File: src/rtl/cnn_pkg.sv
// Shared CNN constants and the weight-loader state encoding, reused by the buffer and read-side control.
package cnn_pkg;

  localparam int CNN_DATA_W = 8;
  localparam int CNN_TAPS   = 9;
  localparam int CNN_DEPTH  = 21;
  localparam int CNN_IDX_W  = 7;

  function automatic int wl_word_w(input int data_w, input int taps);
    return data_w * taps;
  endfunction

  localparam int CNN_WORD_W = wl_word_w(CNN_DATA_W, CNN_TAPS);

  typedef enum logic [1:0] {
    WL_IDLE  = 2'd0,
    WL_LOAD  = 2'd1,
    WL_FLUSH = 2'd2,
    WL_DONE  = 2'd3
  } wl_state_t;

endpackage

File: src/rtl/weight_loader_if.sv
// Byte-stream input and weight-buffer write port of the weight loader.
interface weight_loader_if
  import cnn_pkg::*;
#(
  parameter int DATA_W = CNN_DATA_W,
  parameter int IDX_W  = CNN_IDX_W,
  parameter int WORD_W = CNN_WORD_W
) ();

  logic              s_valid;
  logic [DATA_W-1:0] s_data;
  logic              s_ready;
  logic              wb_wen;
  logic [IDX_W-1:0]  wb_index;
  logic [WORD_W-1:0] wb_data;

  modport master (
    output s_valid, s_data,
    input  s_ready, wb_wen, wb_index, wb_data
  );

  modport slave (
    input  s_valid, s_data,
    output s_ready, wb_wen, wb_index, wb_data
  );

endinterface

File: src/rtl/wl_packer.sv
// Packs TAPS accepted bytes into one word, first byte in the top lane; word_valid pulses one
// cycle after the last byte of a word is accepted and word holds until the next word completes.
module wl_packer
  import cnn_pkg::*;
#(
  parameter  int DATA_W = CNN_DATA_W,
  parameter  int TAPS   = CNN_TAPS,
  localparam int WORD_W = DATA_W * TAPS,
  localparam int CNT_W  = $clog2(TAPS)
) (
  input  logic              clk,
  input  logic              rst,
  input  logic              clear,
  input  logic              in_valid,
  input  logic [DATA_W-1:0] in_data,
  output logic              last_byte,
  output logic              word_valid,
  output logic [WORD_W-1:0] word
);

  logic [CNT_W-1:0]         byte_cnt_q, byte_cnt_d;
  logic [WORD_W-DATA_W-1:0] shift_q, shift_d;
  logic                     word_valid_q, word_valid_d;
  logic [WORD_W-1:0]        word_q, word_d;

  assign last_byte = in_valid && (byte_cnt_q == CNT_W'(TAPS - 1));

  always_comb begin
    byte_cnt_d   = byte_cnt_q;
    shift_d      = shift_q;
    word_d       = word_q;
    word_valid_d = 1'b0;
    if (clear) begin
      byte_cnt_d = '0;
    end else if (in_valid) begin
      if (last_byte) begin
        // Earlier bytes have shifted upward, so byte 0 lands in the top lane.
        word_d       = {shift_q, in_data};
        word_valid_d = 1'b1;
        byte_cnt_d   = '0;
      end else begin
        shift_d    = {shift_q[WORD_W-2*DATA_W-1:0], in_data};
        byte_cnt_d = byte_cnt_q + CNT_W'(1);
      end
    end
  end

  always_ff @(posedge clk or posedge rst) begin
    if (rst) begin
      byte_cnt_q   <= '0;
      shift_q      <= '0;
      word_q       <= '0;
      word_valid_q <= 1'b0;
    end else begin
      byte_cnt_q   <= byte_cnt_d;
      shift_q      <= shift_d;
      word_q       <= word_d;
      word_valid_q <= word_valid_d;
    end
  end

  assign word_valid = word_valid_q;
  assign word       = word_q;

endmodule

File: src/rtl/weight_loader.sv
// Weight buffer write-side feeder: one load of up to DEPTH kernels per start pulse.
// Optional build macro WLOAD_CHECKSUM_EN adds a 16-bit sum of accepted bytes on port checksum.
module weight_loader
  import cnn_pkg::*;
#(
  parameter int DATA_W = CNN_DATA_W,
  parameter int TAPS   = CNN_TAPS,
  parameter int DEPTH  = CNN_DEPTH,
  parameter int IDX_W  = CNN_IDX_W
) (
  input  logic             clk,
  input  logic             rst,
  input  logic             start,
  input  logic [IDX_W-1:0] num_kernels,
  weight_loader_if.slave   bus,
  output logic             busy,
  output logic             done
`ifdef WLOAD_CHECKSUM_EN
  ,
  output logic [15:0]      checksum
`endif
);

  localparam int WORD_W = wl_word_w(DATA_W, TAPS);

  wl_state_t         state_q, state_d;
  logic [IDX_W-1:0]  n_q, n_d;
  logic [IDX_W-1:0]  kern_cnt_q, kern_cnt_d;
  logic [IDX_W-1:0]  wb_index_q, wb_index_d;
  logic              s_ready_q, s_ready_d;
  logic              busy_q, busy_d;
  logic              done_q, done_d;

  logic              hs;
  logic              load_clear;
  logic              last_byte;
  logic              word_valid;
  logic [WORD_W-1:0] word;
  logic [IDX_W-1:0]  n_start;

  assign hs         = bus.s_valid && s_ready_q;
  assign load_clear = (state_q == WL_IDLE) && start;
  assign n_start    = (num_kernels > IDX_W'(DEPTH)) ? IDX_W'(DEPTH) : num_kernels;

  wl_packer #(
    .DATA_W (DATA_W),
    .TAPS   (TAPS)
  ) u_packer (
    .clk        (clk),
    .rst        (rst),
    .clear      (load_clear),
    .in_valid   (hs),
    .in_data    (bus.s_data),
    .last_byte  (last_byte),
    .word_valid (word_valid),
    .word       (word)
  );

  always_comb begin
    state_d    = state_q;
    n_d        = n_q;
    kern_cnt_d = kern_cnt_q;
    wb_index_d = wb_index_q;
    unique case (state_q)
      WL_IDLE: begin
        if (start) begin
          n_d        = n_start;
          kern_cnt_d = '0;
          state_d    = (n_start == '0) ? WL_DONE : WL_LOAD;
        end
      end
      WL_LOAD: begin
        if (last_byte) begin
          wb_index_d = kern_cnt_q;
          kern_cnt_d = kern_cnt_q + IDX_W'(1);
          if (kern_cnt_q == n_q - IDX_W'(1)) begin
            state_d = WL_FLUSH;
          end
        end
      end
      WL_FLUSH: state_d = WL_DONE;
      WL_DONE:  state_d = WL_IDLE;
      default:  state_d = WL_IDLE;
    endcase
    // Status outputs follow the next state so they are registered yet line up with it.
    s_ready_d = (state_d == WL_LOAD);
    busy_d    = (state_d == WL_LOAD) || (state_d == WL_FLUSH);
    done_d    = (state_d == WL_DONE);
  end

  always_ff @(posedge clk or posedge rst) begin
    if (rst) begin
      state_q    <= WL_IDLE;
      n_q        <= '0;
      kern_cnt_q <= '0;
      wb_index_q <= '0;
      s_ready_q  <= 1'b0;
      busy_q     <= 1'b0;
      done_q     <= 1'b0;
    end else begin
      state_q    <= state_d;
      n_q        <= n_d;
      kern_cnt_q <= kern_cnt_d;
      wb_index_q <= wb_index_d;
      s_ready_q  <= s_ready_d;
      busy_q     <= busy_d;
      done_q     <= done_d;
    end
  end

`ifdef WLOAD_CHECKSUM_EN
  logic [15:0] checksum_q, checksum_d;

  always_comb begin
    checksum_d = checksum_q;
    if (load_clear) begin
      checksum_d = '0;
    end else if (hs) begin
      checksum_d = checksum_q + 16'(bus.s_data);
    end
  end

  always_ff @(posedge clk or posedge rst) begin
    if (rst) begin
      checksum_q <= '0;
    end else begin
      checksum_q <= checksum_d;
    end
  end

  assign checksum = checksum_q;
`endif

  assign bus.s_ready  = s_ready_q;
  assign bus.wb_wen   = word_valid;
  assign bus.wb_index = wb_index_q;
  assign bus.wb_data  = word;
  assign busy         = busy_q;
  assign done         = done_q;

endmodule
File: src/flat_wrapper.sv
// flat-port wrapper written by rule: the top's interface ports become plain ports
module weight_loader_flat import cnn_pkg::*;
#(
  parameter int DATA_W = CNN_DATA_W,
  parameter int TAPS   = CNN_TAPS,
  parameter int DEPTH  = CNN_DEPTH,
  parameter int IDX_W  = CNN_IDX_W
)
  (clk, rst, start, num_kernels, busy, done, bus_s_valid, bus_s_data, bus_s_ready, bus_wb_wen, bus_wb_index, bus_wb_data);
  weight_loader_if #(.DATA_W(DATA_W), .IDX_W(IDX_W)) bus_i ();
  input  logic clk;
  input  logic rst;
  input  logic start;
  input  logic [IDX_W-1:0] num_kernels;
  output logic busy;
  output logic done;
  input wire logic [$bits(bus_i.s_valid)-1:0] bus_s_valid;
  input wire logic [$bits(bus_i.s_data)-1:0] bus_s_data;
  output wire logic [$bits(bus_i.s_ready)-1:0] bus_s_ready;
  output wire logic [$bits(bus_i.wb_wen)-1:0] bus_wb_wen;
  output wire logic [$bits(bus_i.wb_index)-1:0] bus_wb_index;
  output wire logic [$bits(bus_i.wb_data)-1:0] bus_wb_data;
  assign bus_i.s_valid = bus_s_valid;
  assign bus_i.s_data = bus_s_data;
  assign bus_s_ready = bus_i.s_ready;
  assign bus_wb_wen = bus_i.wb_wen;
  assign bus_wb_index = bus_i.wb_index;
  assign bus_wb_data = bus_i.wb_data;
  weight_loader #(.DATA_W(DATA_W), .TAPS(TAPS), .DEPTH(DEPTH), .IDX_W(IDX_W)) u_core (.clk(clk), .rst(rst), .start(start), .num_kernels(num_kernels), .bus(bus_i), .busy(busy), .done(done));
endmodule
File: config.mk
export PLATFORM = sky130hd
export DESIGN_NAME = weight_loader_flat
export DESIGN_NICKNAME = d
export VERILOG_FILES = /design/src/rtl/cnn_pkg.sv /design/src/rtl/weight_loader_if.sv /design/src/rtl/wl_packer.sv /design/src/rtl/weight_loader.sv /design/src/flat_wrapper.sv
export SDC_FILE = /design/constraint.sdc
export NUM_CORES = 1
export LEC_CHECK = 0
export ABC_AREA = 1
export BUFFER_PORTS_ARGS = -buffer_cell sky130_fd_sc_hd__buf_2
export CORE_MARGIN = 2
export CORE_UTILIZATION = 40
export DETAILED_ROUTE_END_ITERATION = 8
export GPL_ROUTABILITY_DRIVEN = 1
export PLACE_DENSITY_LB_ADDON = 0.05
export SYNTH_ARGS = -nofsm -noshare
export SYNTH_HDL_FRONTEND = slang
export SYNTH_SLANG_ARGS = --single-unit
export TNS_END_PERCENT = 100
File: constraint.sdc
create_clock -name clk -period 5.3 [get_ports clk]
set_input_delay 0.795 -clock clk [delete_from_list [all_inputs] [get_ports clk]]
set_output_delay 0.795 -clock clk [all_outputs]
set_load 0.05 [all_outputs]
== Word-level counts from Yosys, hierarchy flattened ==
Index checks and enable logic that the tools add are counted.

* Bits in registers: 167
* Input port bits: 19
* Output and inout port bits: 83

* $add $sub $neg: 3
* Order comparisons: 1
* Equality and inequality tests: 10
* Multiplexer cells: 15
* Bitwise operators: 2
* Reductions and logical operators: 13

{| class="wikitable"
|+ Operator list
! cell !! number
|-
| 2-to-1 mux 7 bit || 3
|-
| case mux 7 bit (2 select lines) || 1
|-
| 2-to-1 mux 4 bit || 3
|-
| AND reduction 3 bit || 3
|-
| == test 2 bit (second input constant) || 4
|-
| 2-to-1 mux 2 bit || 4
|-
| case mux 2 bit (4 select lines) || 1
|-
| adder 7 x 1 -> 7 bit (second input constant) || 1
|-
| == test 7 bit || 1
|-
| greater-than comparator 7 x 5 -> 1 bit (second input constant) || 1
|-
| zero test 7 bit || 1
|-
| subtractor 7 x 1 -> 7 bit (second input constant) || 1
|-
| adder 4 x 1 -> 4 bit (second input constant) || 1
|-
| == test 2 x 1 -> 1 bit (second input constant) || 2
|-
| == test 4 bit (second input constant) || 1
|-
| AND reduction 2 bit || 2
|-
| nonzero test 2 bit || 2
|-
| logical AND 1 bit || 3
|-
| 2-to-1 mux 1 bit || 3
|-
| zero test 2 bit || 1
|-
| != test 2 x 1 -> 1 bit (second input constant) || 1
|-
| != test 2 bit (second input constant) || 1
|-
| inverter 1 bit || 2
|-
| logical OR 1 bit || 1
|}

== Logic depth before layout (Yosys ltp) ==
* Word-level depth: 8
* Depth in mapped cells: 14
* Mapped depth without buffers: 14

== Cells and area by module ==
From an unflattened synthesis, not the netlist that was laid out.

* Cells, all modules: 728
* Area, all modules: 7103.1 sq um

{| class="wikitable"
|+ Modules (own cells, without submodules)
! module !! times used !! cells each !! area each (sq um) !! seq. area each (sq um)
|-
| wl_packer || 1 || 546 || 5689.2 || 3528.4
|-
| weight_loader || 1 || 182 || 1413.9 || 650.6
|}

== Worst setup path after synthesis ==
OpenSTA, ideal clock, no wires.

* Path type: input-to-reg
* From: input num_kernels[5]
* To: register u_core.busy_q (netlist: u_core.busy)
* Arrival: 1899 ps
* Data required time: 5187 ps
* Path slack: 3288 ps
* Stages on the path: 9
* Path buffers: 0
* Path through: or2_1 nor2_1 nand2_1 nor2_1 nand3_1 o21ai_1 nor2_1 ha_1 inv_1

* Cells in the longest elaborated chain, start to end: 8

{| class="wikitable"
|+ RTL lines
! item !! RTL line !! RTL
|-
| start, declared || flat_wrapper.sv:14 || <nowiki>input logic [IDX_W-1:0] num_kernels;</nowiki>
|-
| greater-than comparator 7 x 5 -> 1 bit || weight_loader.sv:43 || <nowiki>assign n_start = (num_kernels > IDX_W'(DEPTH)) ? IDX_W'(DEPTH) : num_kernels;</nowiki>
|-
| 2-to-1 mux 7 bit (*) || weight_loader.sv:43 ||
|-
| zero test 7 bit (*) || weight_loader.sv:69 || <nowiki>state_d = (n_start == '0) ? WL_DONE : WL_LOAD;</nowiki>
|-
| 2-to-1 mux 2 bit (*) || weight_loader.sv:69 ||
|-
| 2-to-1 mux 2 bit (*) || weight_loader.sv:66 || <nowiki>if (start) begin</nowiki>
|-
| case mux 2 bit (4 select lines) (*) || weight_loader.sv:64 || <nowiki>unique case (state_q)</nowiki>
|-
| == test 2 x 1 -> 1 bit or == test 2 bit (tied branches) || weight_loader.sv:87 || <nowiki>busy_d = (state_d == WL_LOAD) || (state_d == WL_FLUSH);</nowiki>
|-
| logical OR 1 bit (*) || weight_loader.sv:87 ||
|-
| named net u_core.busy_d || weight_loader.sv:31 || <nowiki>logic busy_q, busy_d;</nowiki>
|-
| end signal, assigned || weight_loader.sv:106 || <nowiki>busy_q <= busy_d;</nowiki>
|-
| end, declared || weight_loader.sv:31 ||
|}

Mark *: on every way through the listed nets, which the timed path passes. The rest lies on a longest branch.
A chain may end at the register's enable or synchronous reset.

== Worst setup path after layout ==
* From: register u_core.state_q[1]
* To: register u_core.u_packer.shift_q[20]

* Cells in the longest elaborated chain, start to end: 4

{| class="wikitable"
|+ RTL lines
! item !! RTL line !! RTL
|-
| start, declared || weight_loader.sv:26 || <nowiki>wl_state_t state_q, state_d;</nowiki>
|-
| start signal, assigned || weight_loader.sv:101 || <nowiki>state_q <= state_d;</nowiki>
|-
| zero test 2 bit || weight_loader.sv:42 || <nowiki>assign load_clear = (state_q == WL_IDLE) && start;</nowiki>
|-
| logical AND 1 bit || weight_loader.sv:42 ||
|-
| inverter 1 bit (no line) || -- ||
|-
| AND reduction 3 bit (no line) || -- ||
|-
| end signal, assigned || wl_packer.sv:56 || <nowiki>shift_q <= shift_d;</nowiki>
|-
| end, declared || wl_packer.sv:22 || <nowiki>logic [WORD_W-DATA_W-1:0] shift_q, shift_d;</nowiki>
|}

Every way passes these cells.

==> summary.txt <==
Status
  – Status: finished, final reports clean

CTS
  – Clock Path Buffers: 2
  – CTS sink count: 167
  – H-tree depth: 4
  – Hold_buf cts: 0
  – Clock latency on the worst-skew pair: roughly 0.42 ns
  – CTS-repair resized insts: 0
  – CTS tree: built
  – Setup bufs post-CTS: 0
  – Clock transition at path regs: 0.06 ns
  – TritonCTS buffer count: 17
  – Root Buffer: clkbuf_16

Power and ir drop
  – Switching share of power: 0.4131
  – Flop pwr share: 0.393
  – Net switching power: approximately 2.1 mW
  – Worst IR Drop VDD: around 0.00034 V
  – Clock share of power: 0.258
  – Combinational share of power: 0.350
  – Total power: 5.008 mW
  – PD cells: ~620 nW/um^2
  – Pleak: between 4 and 5 nW
  – Internal Pwr Total: ~3 mW

STA
  – Slew margin rel.: 0.3010
  – Final Setup Violations: 0
  – Final Max Slew Viols: 0
  – Post-Route Skew: a little over 0.009 ns
  – Setup TNS: 0 ns
  – Crit share post-route: 0.4760
  – RSZ-0062 raised after global routing: false
  – Worst-Margin Slew: 1.048 ns
  – Final hold violations: 0
  – Fmax: 396.4 MHz
  – Period minus WS final: between 2 and 3 ns

Logic synthesis
  – Largest area contributor in the synthesized netlist: dfrtp_1
  – Seq cells post-synth: between 150 and 200
  – Post-Synth Simple-Gate Area: 0.1550
  – Main flop type after synthesis: dfrtp_1
  – FFs w/ async S/R, synth: 1.000
  – Unique masters post-synth: 31
  – Most frequent cells after synthesis: 201 x nand2_1, 167 x dfrtp_1, 95 x o21ai_1
  – Top-count cell post-synth: nand2_1
  – Yosys warning count: 0
  – Top cells by area, synth: dfrtp_1 61%, nand2_1 11%, o21ai_1 7.0%
  – Post-Syn Area per Cell: ~9.5 sq um
  – Post-synthesis mux area share: 0
  – Register area share after synthesis: 0.6114
  – XOR/XNOR Fraction of Synth Area: 0.008969
  – Adder-cell share of the synthesized area: 0.009152
  – Top cell type's share of synthesized area: 0.6114
  – Post-synthesis cell area: roughly 6800 sq um
  – Compound-gate portion of the synthesized area: 0.1311
  – Syn Inst Count: approximately 720
  – Post-synth EDFFs: 0
  – Largest family of logic cells by synthesized area: simple AND/OR/NAND/NOR gates
  – Net Count, Synth: 743

Floorplanning
  – Rows: 47
  – I/O pin count: about 100
  – Chip width: 134.7 microns
  – Die Height: approximately 130 microns
  – Full die area: about 18,000 sq um
  – Initial Util: 0.4107
  – Core area: between 15,000 and 20,000 sq um

Setup path
  – Critical path class: register to register
  – CP required: 5.63 ns
  – Worst EP arrival: 2.85 ns
  – CP Max Fanout: slightly above 90
  – CP Capture Type: register
  – Startpoint class of the critical path: register

Layout
  – Ant diodes: 0
  – Fill count: roughly 1,600
  – Layout net count: about 840
  – Area delta synth->final: 18.05%
  – Final cell utilization of the core: 0.4849
  – Layout cells sized above 1: 0.2163

Global routing
  – Overflow after GRT: 0
  – Pin count of the biggest net entering global routing: about 130
  – Number of global-route vias before repair: roughly 4,600
  – Global-route wire length before repair: about 23,000 microns
  – Gr usage total: 0.1596
  – Initial antenna violation count: 0

Route
  – Final wirelength: 13,730 microns
  – Met2 wire length: roughly 6700 microns
  – Initial DRT Pass Iterations: 5
  – DR vias/cell: 4.673
  – Met1 WL: 6381 microns
  – Via Count: between 4,000 and 5,000
  – Routed WL per cell: between 10 and 15 microns
  – Initial DRC count: around 280
  – Remaining antenna violation count: 0
  – Residual DRC: 0
  – Max layer used: met4
  – Met3 wire len: 478 microns

Placement
  – Gpl congestion: between 0.7 and 0.8
  – Port Buffer Count: between 100 and 150
  – Final HPWL DP: roughly 9400 microns

Min path
  – Hold Path Class: register to register

Flow run
  – Total of max-cap violations: 0
## worst paths after layout
| path | from | end | slack [ns] | cells after the start |
|---|---|---|---|---|
| setup / recovery | u_core.state_q[1] | u_core.u_packer.shift_q[20] | 2.78 | 8 |
| hold / removal | u_core.u_packer.shift_q[60] | u_core.u_packer.word[68] | 0.47 | 2 |
| setup reg to reg | u_core.state_q[1] | u_core.u_packer.shift_q[20] | 2.78 | 8 |
| hold reg to reg | u_core.u_packer.shift_q[60] | u_core.u_packer.word[68] | 0.47 | 2 |
| max in group asynchronous | rst | u_core.u_packer.byte_cnt_q[3] | 3.60 | 3 |
| min in group asynchronous | rst | u_core.u_packer.word[39] | 0.56 | 2 |
## power groups by stage
stage / clock network, mW / logic, mW / registers (mW)
after CTS: 1.32 / 1.78 / 1.97
after floorplan: 0 / 0.692 / 2.65
final: 1.29 / 1.75 / 1.97
after global placement: 0 / 1.75 / 1.98
after global routing: 1.38 / 1.91 / 2.03
after detailed placement: 0 / 1.78 / 1.99
## critical path, stage by stage, from the launching register on
cell     delay (ns)
dfrtp_1        0.41
inv_2          0.10
nand3_4        0.18
inv_2          0.17
nor2_2         0.07
nand2_4        0.71
buf_4          0.51
nand2_1        0.11
o21ai_2        0.07
## registers in the layout, indices dropped and copies added (netlist names)
signal                      count
u_core.bus.s_ready              1
u_core.bus.wb_index             7
u_core.busy                     1
u_core.done                     1
u_core.kern_cnt_q               7
u_core.n_q                      7
u_core.state_q                  2
u_core.u_packer.byte_cnt_q      4
u_core.u_packer.shift_q        64
u_core.u_packer.word           72
u_core.u_packer.word_valid      1
## per-layer routing
layer / global-route usage / vias up
li1: - / 2469
met1: 0.2092 / 2306
met2: 0.2657 / 81
met3: 0.03266 / 18
met4: 0.05380 / 0
met5: 0 / -
## layout by cell type, fill, tap and decap left out, drive strengths merged
cell type,count
nand4,3
clkinv,4
a21oi,4
xor2,4
o22ai,2
xnor2,3
clkbuf,21
bufinv,3
a31oi,1
ha,5
nand3,19
or2,1
inv,95
buf,104
nor2,25
nor3,5
a22oi,1
dfrtp,167
o21ai,148
a21boi,1
clkinvlp,3
nand2,204
## cells by family (layout without fill, tap and decap cells)
family                     after synthesis  count (layout)
and+or+nand+nor                        257             257
DFF                                    167             167
AOI/OAI and AO/OA                      157             157
buffers and inverters                  126             230
xor gates and xnor gates                 7               7
adders and majority gates                5               5
## area by class of cell
type                            count  area, sq um  area share
Timing Repair Buffer              104        540.5     0.06699
Inverter                           95        360.3     0.04466
Clock buffer                       21        480.5     0.05954
Sequential cell                   167         4179      0.5179
Multi-Input combinational cell    426         2092      0.2593
Tap cell                          220        275.3     0.03411
Clock inverter                     10        141.4     0.01752
## per-stage QoR
step	hold WS [ns]	instance area, sq um	worst slack (ns)	instances
after floorplan	0.4422	6839	2.378	719
after global routing	0.4980	8069	2.544	1043
final	0.4726	8069	2.777	1043
after global placement	0.4609	7447	2.414	1012
after CTS	0.4770	8069	2.795	1043
after detailed placement	0.4622	7447	2.379	1012
Note: power is estimated with default switching activity, not from simulation.
